<file path="config.mk">
export PLATFORM = sky130hd
export DESIGN_NAME = mul_sched
export DESIGN_NICKNAME = d
export VERILOG_FILES = /design/src/rtl/mul_sched_pkg.sv /design/src/rtl/mul_sched_fifo.sv /design/src/rtl/mul_sched.sv
export SDC_FILE = /design/constraint.sdc
export NUM_CORES = 1
export LEC_CHECK = 0
export ABC_AREA = 1
export CORE_MARGIN = 2
export CORE_UTILIZATION = 35
export CTS_CLUSTER_SIZE = 12
export DETAILED_ROUTE_END_ITERATION = 8
export SLEW_MARGIN = 40
export SYNTH_ARGS = -nofsm -noshare
export SYNTH_HDL_FRONTEND = slang
export SYNTH_SLANG_ARGS = --single-unit
</file>
<file path="constraint.sdc">
create_clock -name clk -period 4.2 [get_ports clk]
set_clock_uncertainty 0.1 [all_clocks]
set_input_delay 0.84 -clock clk [delete_from_list [all_inputs] [get_ports clk]]
set_output_delay 0.84 -clock clk [all_outputs]
set_load 0.01 [all_outputs]
</file>
<file path="src/rtl/mul_sched_pkg.sv">
// Shared types and the round-robin pick helper for the multiplier scheduler.
// Tag ids are sized for the largest supported requester count (8).
package mul_sched_pkg;

    localparam int MAX_REQ = 8;
    localparam int ID_W    = 3;

    typedef enum logic [1:0] {RUN, DRAIN, CLEAR, DONE} t_sched_state;

    typedef struct packed {
        logic            valid;
        logic [ID_W-1:0] id;
    } t_tag;

    // One-hot pick of the first set bit of elig at or after ptr, wrapping modulo n.
    function automatic logic [MAX_REQ-1:0] rr_pick(input logic [MAX_REQ-1:0] elig,
                                                   input logic [ID_W-1:0]    ptr,
                                                   input int                 n);
        logic [MAX_REQ-1:0] g;
        logic [ID_W:0]      sum;
        logic               found;
        g     = '0;
        found = 1'b0;
        for (int k = 0; k < MAX_REQ; k++) begin
            sum = {1'b0, ptr} + (ID_W+1)'(k);
            if (sum >= (ID_W+1)'(n)) sum = sum - (ID_W+1)'(n);
            if (k < n && !found && elig[sum[ID_W-1:0]]) begin
                g[sum[ID_W-1:0]] = 1'b1;
                found            = 1'b1;
            end
        end
        return g;
    endfunction

endpackage

</file>
<file path="src/rtl/mul_sched_fifo.sv">
// Synchronous first-word-fall-through response FIFO; clear empties it in one cycle
// and wins over any push or pop in the same cycle.
module rsp_fifo #(
    parameter int DATA_LEN  = 32,
    parameter int RSP_DEPTH = 4
) (
    input  logic                       clk,
    input  logic                       reset,
    input  logic                       push,
    input  logic [DATA_LEN-1:0]        push_data,
    input  logic                       pop,
    input  logic                       clear,
    output logic [DATA_LEN-1:0]        rd_data,
    output logic                       empty,
    output logic [$clog2(RSP_DEPTH):0] count
);

    localparam int AW  = (RSP_DEPTH > 1) ? $clog2(RSP_DEPTH) : 1;
    localparam int CW  = $clog2(RSP_DEPTH) + 1;
    localparam logic [AW-1:0] LAST = AW'(RSP_DEPTH - 1);
    localparam logic [CW-1:0] FULL = CW'(RSP_DEPTH);

    logic [DATA_LEN-1:0] mem_q [RSP_DEPTH];
    logic [DATA_LEN-1:0] mem_d [RSP_DEPTH];
    logic [AW-1:0]       wr_q, wr_d, rd_q, rd_d;
    logic [CW-1:0]       cnt_q, cnt_d;
    logic                do_pop;

    assign empty   = (cnt_q == '0);
    assign count   = cnt_q;
    assign rd_data = mem_q[rd_q];
    assign do_pop  = pop && !empty;

    always_comb begin
        mem_d = mem_q;
        wr_d  = wr_q;
        rd_d  = rd_q;
        cnt_d = cnt_q;
        if (clear) begin
            wr_d  = '0;
            rd_d  = '0;
            cnt_d = '0;
        end else begin
            if (push) begin
                mem_d[wr_q] = push_data;
                wr_d        = (wr_q == LAST) ? '0 : wr_q + 1'b1;
            end
            if (do_pop) rd_d = (rd_q == LAST) ? '0 : rd_q + 1'b1;
            case ({push, do_pop})
                2'b10:   cnt_d = cnt_q + 1'b1;
                2'b01:   cnt_d = cnt_q - 1'b1;
                default: cnt_d = cnt_q;
            endcase
        end
    end

    always_ff @(posedge clk) begin
        mem_q <= mem_d;
        if (reset) begin
            wr_q  <= '0;
            rd_q  <= '0;
            cnt_q <= '0;
        end else begin
            wr_q  <= wr_d;
            rd_q  <= rd_d;
            cnt_q <= cnt_d;
        end
    end

    no_overflow: assert property (@(posedge clk) disable iff (reset)
        !(push && !clear && !do_pop && cnt_q == FULL));

endmodule

</file>
<file path="src/rtl/mul_sched.sv">
// Round-robin scheduler sharing one pipelined multiplier among N_REQ requesters,
// with credit-gated admission into per-requester response FIFOs and a flush sequence.
module mul_sched
    import mul_sched_pkg::*;
#(
    parameter int DATA_LEN  = 32,
    parameter int N_REQ     = 4,
    parameter int LATENCY   = 2,
    parameter int RSP_DEPTH = 4
) (
    input  logic                      clk,
    input  logic                      reset,
    input  logic [N_REQ-1:0]          req_valid,
    output logic [N_REQ-1:0]          req_ready,
    input  logic [N_REQ*DATA_LEN-1:0] req_a,
    input  logic [N_REQ*DATA_LEN-1:0] req_b,
    output logic [N_REQ-1:0]          rsp_valid,
    input  logic [N_REQ-1:0]          rsp_ready,
    output logic [N_REQ*DATA_LEN-1:0] rsp_data,
    output logic                      mul_issue,
    output logic [DATA_LEN-1:0]       mul_a,
    output logic [DATA_LEN-1:0]       mul_b,
    input  logic [DATA_LEN-1:0]       mul_result,
    output logic                      mul_reset,
    input  logic                      flush_req,
    output logic                      flush_done,
    output logic                      busy
);

    localparam int CRD_W = $clog2(RSP_DEPTH) + 1;
    localparam logic [CRD_W-1:0] CRD_FULL = CRD_W'(RSP_DEPTH);
    localparam logic [ID_W-1:0]  LAST_ID  = ID_W'(N_REQ - 1);

    t_sched_state                  state_q, state_d;
    logic [ID_W-1:0]               ptr_q, ptr_d;
    logic [N_REQ-1:0][CRD_W-1:0]   credit_q, credit_d;
    logic                          mul_issue_q, mul_issue_d;
    logic [DATA_LEN-1:0]           mul_a_q, mul_a_d, mul_b_q, mul_b_d;
    logic [ID_W-1:0]               issue_id_q, issue_id_d;
    t_tag [LATENCY-1:0]            tag_q, tag_d;

    logic [N_REQ-1:0]              elig, grant, accept, pop, push, empty;
    logic [MAX_REQ-1:0]            elig_pad, pick;
    logic [ID_W-1:0]               gidx;
    logic                          pipe_busy;
    logic [N_REQ-1:0][CRD_W-1:0]   occ;

    // Grants are suppressed while reset is held and in the cycle a flush is requested.
    always_comb begin
        for (int i = 0; i < N_REQ; i++)
            elig[i] = req_valid[i] && (credit_q[i] != '0);
        if (reset || state_q != RUN || flush_req) elig = '0;
        elig_pad             = '0;
        elig_pad[N_REQ-1:0]  = elig;
        pick                 = rr_pick(elig_pad, ptr_q, N_REQ);
        grant                = pick[N_REQ-1:0];
        gidx                 = '0;
        for (int i = 0; i < N_REQ; i++)
            if (grant[i]) gidx = ID_W'(i);
    end

    assign req_ready = grant;
    assign accept    = req_valid & grant;
    assign rsp_valid = ~empty;
    assign pop       = rsp_valid & rsp_ready;

    always_comb begin
        pipe_busy = mul_issue_q;
        for (int k = 0; k < LATENCY; k++)
            pipe_busy = pipe_busy | tag_q[k].valid;
    end

    always_comb begin
        mul_issue_d = |accept;
        mul_a_d     = '0;
        mul_b_d     = '0;
        for (int i = 0; i < N_REQ; i++) begin
            if (accept[i]) begin
                mul_a_d = req_a[i*DATA_LEN +: DATA_LEN];
                mul_b_d = req_b[i*DATA_LEN +: DATA_LEN];
            end
        end
        issue_id_d = gidx;

        tag_d[0] = '{valid: mul_issue_q, id: issue_id_q};
        for (int k = 1; k < LATENCY; k++)
            tag_d[k] = tag_q[k-1];

        ptr_d = ptr_q;
        if (|accept) ptr_d = (gidx == LAST_ID) ? '0 : gidx + 1'b1;

        credit_d = credit_q;
        for (int i = 0; i < N_REQ; i++) begin
            case ({accept[i], pop[i]})
                2'b10:   credit_d[i] = credit_q[i] - 1'b1;
                2'b01:   credit_d[i] = credit_q[i] + 1'b1;
                default: credit_d[i] = credit_q[i];
            endcase
        end

        state_d = state_q;
        case (state_q)
            RUN:   if (flush_req) state_d = DRAIN;
            DRAIN: if (!pipe_busy) state_d = CLEAR;
            CLEAR: begin
                state_d  = DONE;
                ptr_d    = '0;
                credit_d = {N_REQ{CRD_FULL}};
            end
            DONE:  state_d = RUN;
            default: state_d = RUN;
        endcase
    end

    always_ff @(posedge clk) begin
        if (reset) begin
            state_q     <= RUN;
            ptr_q       <= '0;
            credit_q    <= {N_REQ{CRD_FULL}};
            mul_issue_q <= 1'b0;
            mul_a_q     <= '0;
            mul_b_q     <= '0;
            issue_id_q  <= '0;
            tag_q       <= '0;
        end else begin
            state_q     <= state_d;
            ptr_q       <= ptr_d;
            credit_q    <= credit_d;
            mul_issue_q <= mul_issue_d;
            mul_a_q     <= mul_a_d;
            mul_b_q     <= mul_b_d;
            issue_id_q  <= issue_id_d;
            tag_q       <= tag_d;
        end
    end

    assign mul_issue  = mul_issue_q;
    assign mul_a      = mul_a_q;
    assign mul_b      = mul_b_q;
    assign mul_reset  = (state_q == CLEAR);
    assign flush_done = (state_q == DONE);
    assign busy       = pipe_busy || (|rsp_valid);

    genvar i;
    generate
        for (i = 0; i < N_REQ; i++) begin : g_rsp
            assign push[i] = tag_q[LATENCY-1].valid && (tag_q[LATENCY-1].id == ID_W'(i));

            rsp_fifo #(
                .DATA_LEN  (DATA_LEN),
                .RSP_DEPTH (RSP_DEPTH)
            ) u_fifo (
                .clk       (clk),
                .reset     (reset),
                .push      (push[i]),
                .push_data (mul_result),
                .pop       (pop[i]),
                .clear     (state_q == CLEAR),
                .rd_data   (rsp_data[i*DATA_LEN +: DATA_LEN]),
                .empty     (empty[i]),
                .count     (occ[i])
            );

            // Stored entries plus free credits can never exceed the FIFO depth.
            credit_bound: assert property (@(posedge clk) disable iff (reset)
                (CRD_W+1)'(occ[i]) + (CRD_W+1)'(credit_q[i]) <= (CRD_W+1)'(RSP_DEPTH));
        end
    endgenerate

endmodule
</file>
==> results by group <==
STA
  • Setup violators final: 0
  • Period Utilization, post-route: 0.9429
  • Final period demand of the worst path: just under 4 ns
  • Worst-margin pin slew: just over 0.9 ns
  • Final hold violation count: 0
  • Sum Neg Setup Slack: 0 ns
  • RSZ-0062 raised after global routing: false
  • Slew HR: 0.3916
  • Max-slew violation count: 0
  • F_max: 0.2525 GHz

Clock tree
  • Root buf cell: clkbuf_16
  • Setup repair bufs after CTS: 0
  • Clock-pin transition on the worst setup and hold timing paths: 0.05 ns
  • Maximum buffer depth of the clock tree: 3
  • CTS Buf Count: between 70 and 80
  • CTS sink count: around 630
  • H-tree levels: 3
  • CTS tree: built
  • Worst-skew pair later-pin latency: 0.62 ns

Yosys
  • Netlist Area Pre-Place: 0.02671 sq mm
  • Syn Inst Count: 2404
  • Synth cell types: 33
  • Synth warn: 0
  • Post-synth ARST share: 0
  • Post-synthesis sequential element count: 629
  • Synthesized area per cell: 11.11 sq um
  • EDFF count, synth: 512
  • Net count of the mapped netlist: 2752
  • Sequential element share of the synthesized area: 0.6632
  • Ys flop type: edfxtp_1

Routing
  • Via count: 20224
  • Post-DR vias/cell: 5.175
  • Iter 0 DRT Violations: 1261
  • Routed len/inst: 21.82 um
  • Drt first pass iters: 7
  • Drt drc: 0
  • DRT Wirelength: 85270 um
  • ANT nets after route: 0

Power and ir drop
  • Pint: 12370 uW
  • Switching fraction of total power: 0.3019
  • Clock share of power: 0.350
  • Logic pwr share: 0.243
  • Maximum resistive drop on vdd: 0.3111 mV
  • Pwr Total: 17720 uW
  • Leakage power: 0.01245 uW
  • Sw Pwr: 5350 uW
  • PwrDens: approximately 500 mW/mm^2
  • Reg power frac: 0.407

Die
  • Die ar.: 0.07855 sq mm
  • Ports: 503
  • Core Area: 0.07570 sq mm
  • Die Span Y: 280.3 um
  • Die Span X: 280.3 um
  • Num rows: 101
  • Starting Density: 0.3529

Setup path
  • CP endpoint kind: primary output
  • Worst Path Required: about 3.3 ns
  • Most frequent CP cell: clkdlybuf4s50_1
  • Critical path's top delay family: buffers and inverters
  • R2r setup slk: ~0.83 ns
  • CP max FO: 12
  • CP cell instances: clkdlybuf4s50_1 -> inv_1 -> nand2_2 -> nor2_8 -> nand4_1 -> nand3_1 -> nand2_1 -> nor2_4 -> nand3_2 -> nand3_4 -> clkdlybuf4s50_1
  • CP Class: in -> out
  • Worst r2r dst: credit_q[11]
  • Critical path data arrival time: 3.02 ns
  • Max stage delay on crit path: between 0.5 and 0.6 ns
  • CP max-delay cell: clkdlybuf4s50_1
  • R2R depth: 21
  • Startpoint type of the worst setup path: input pin
  • Reg-to-Reg Start: state_q[0]
  • Buffers and inverters on the worst path: 3

Global routing
  • Antenna violations before repair: 7
  • Grt ovf: 0
  • Largest net degree at the start of global routing: 67
  • Total GRT Usage: 0.2109
  • Vias in the first global route: 19892
  • First-pass GRT wire length: approximately 120000 um

Worst hold path
  • Hold Crit Start: tag_d[5]
  • WHS Path Cells: 2
  • HP Class: reg -> reg
  • Hold-critical path endpoint: tag_q[5]

Run
  • Max Cap Viol: 0

Placed design
  • Port buffer count: about 500
  • Placer congestion estimate: approximately 0.9
  • DP HPWL: a little under 60000 um

Cells and area
  • Layout Nets: 3219
  • Share of cells above drive strength 1: 0.08991
  • Area delta synth->final: 31.61%

Status
  • Status: completed
==> worst register-to-register path: cells and delay by family (launching register included) <==
| kind | cells | cell delay (ns) |
|---|---|---|
| AND/OR/NAND/NOR | 13 | 1.49 |
| buffers and inverters | 3 | 0.27 |
| flip-flops | 1 | 0.33 |
| adder cells (fa/ha/maj) | 3 | 0.83 |
| AO/OA/AOI/OAI | 2 | 0.23 |
==> timing repair <==
action                     in CTS  in global routing
hold buffers                    0                  0
setup endpoints to repair       0                  1
resized for setup               0                  1
==> state kept, by name (all words and copies together), names as in the netlist, 3 cells and up <==
signal              flops
credit_q               12
mul_b                  32
tag_d                   3
tag_q                   3
g_rsp.u_fifo.wr_q       8
mul_a                  32
g_rsp.u_fifo.mem_q    512
g_rsp.u_fifo.count     12
g_rsp.u_fifo.rd_q       8
==> cell usage after synthesis (7+ instances only) <==
library cell | count | area, sq um
o21ai_1 | 44 | 220.2
nand2_1 | 175 | 656.9
a211oi_1 | 7 | 52.55
nand4_1 | 8 | 50.05
nand3_2 | 10 | 100.1
o22ai_1 | 128 | 800.8
nor2_1 | 300 | 1126
ha_1 | 41 | 513.0
buf_6 | 16 | 180.2
inv_1 | 108 | 405.4
o21ai_0 | 311 | 1556
inv_2 | 59 | 221.5
dfxtp_1 | 117 | 2342
nor3_1 | 11 | 55.05
clkbuf_1 | 114 | 427.9
nand3_1 | 210 | 1051
edfxtp_1 | 512 | 15370
a21oi_1 | 110 | 550.5
fa_1 | 8 | 160.2
buf_4 | 12 | 90.09
nand3b_1 | 64 | 480.5
buf_2 | 19 | 95.09
==> metal layers <==
| layer | track usage | routed length, um | part of all wire | vias up |
|---|---|---|---|---|
| li1 | - | - | - | 9504 |
| met1 | 0.2394 | 31440 | 0.37 | 9833 |
| met2 | 0.3702 | 43580 | 0.51 | 757 |
| met3 | 0.05987 | 7043 | 0.083 | 126 |
| met4 | 0.09009 | 3189 | 0.037 | 4 |
| met5 | 0 | 23 | 0.00027 | - |
==> placed cells by master, fill, tap and decap left out, types with 4 or more instances in the layout <==
| cell type | n |
|---|---|
| nand4_1 | 8 |
| nand3_1 | 210 |
| diode_2 | 5 |
| clkinv_16 | 4 |
| nand3_2 | 10 |
| clkinv_2 | 6 |
| clkbuf_1 | 18 |
| a21oi_1 | 110 |
| fa_1 | 8 |
| dfxtp_1 | 111 |
| buf_4 | 39 |
| edfxtp_1 | 512 |
| a211oi_1 | 7 |
| ha_1 | 41 |
| inv_1 | 104 |
| nand2_2 | 4 |
| clkbuf_16 | 73 |
| o21ai_0 | 311 |
| buf_12 | 11 |
| inv_2 | 61 |
| clkdlybuf4s50_1 | 499 |
| nand2_1 | 175 |
| nand3b_1 | 64 |
| bufinv_16 | 5 |
| clkinv_1 | 15 |
| o22ai_1 | 128 |
| o21ai_1 | 44 |
| nor3_1 | 11 |
| nor2_2 | 15 |
| dfxtp_2 | 6 |
| nor2_1 | 284 |
==> cells by family (layout without fill, tap and decap cells) <==
| logic type | Yosys count | after routing | synth area share |
|---|---|---|---|
| AND/OR/NAND/NOR | 794 | 794 | 0.1386 |
| flip-flops | 629 | 629 | 0.6632 |
| AO/OA/AOI/OAI | 600 | 600 | 0.1191 |
| buffers and inverters | 331 | 852 | 0.05358 |
| adder cells (fa/ha/maj) | 49 | 49 | 0.02520 |
| XOR/XNOR | 1 | 1 | 0.0003279 |
| other | 0 | 5 | 0 |
==> metrics by stage <==
| step | setup slack (ns) | cell area (sq um) | hold slack, ns | std cells | utilization |
|---|---|---|---|---|---|
| floorplan | 0.8231 | 26710 | 0.2883 | 2404 | - |
| finish | 0.2397 | 35160 | 0.3062 | 3908 | 0.4645 |
| global placement | 0.2169 | 32690 | 0.3006 | 3770 | 0.4319 |
| global route | 0.07165 | 35160 | 0.3354 | 3908 | 0.4645 |
| detailed placement | 0.1794 | 32770 | 0.3010 | 3774 | 0.4329 |
| CTS | 0.1266 | 35120 | 0.3084 | 3902 | 0.4640 |
==> how the worst max path moves through the flow <==
stage | cells after the start | endpoint | slack [ns] | from
after floorplan | 22 | credit_q[11] | 0.82 | reset
after global placement | 11 | req_ready[3] | 0.22 | flush_req
after detailed placement | 21 | credit_q[11] | 0.18 | flush_req
after CTS | 9 | req_ready[3] | 0.13 | ptr_q[1]
after global routing | 12 | req_ready[3] | 0.07 | state_q[0]
final | 11 | req_ready[3] | 0.24 | flush_req
==> power by group through the flow <==
stage	logic, uW	registers (uW)	clock network, uW
floorplan	2320	7440	0
CTS	4340	7220	6330
global route	4710	7250	6590
finish	4310	7220	6200
global placement	4280	7340	0
detailed placement	4320	7340	0
==> cell type report <==
| class | instances | area (sq um) |
|---|---|---|
| Fill cell | 6775 | 40540 |
| Sequential cell | 629 | 17720 |
| Multi-Input combinational cell | 1444 | 7615 |
| Timing Repair Buffer | 556 | 5595 |
| Clock buffer | 93 | 1922 |
| Tap cell | 978 | 1224 |
| Inverter | 168 | 630.6 |
| Clock inverter | 35 | 434.2 |
| Antenna cell | 5 | 12.51 |
Power figures use the tool's default switching activity.
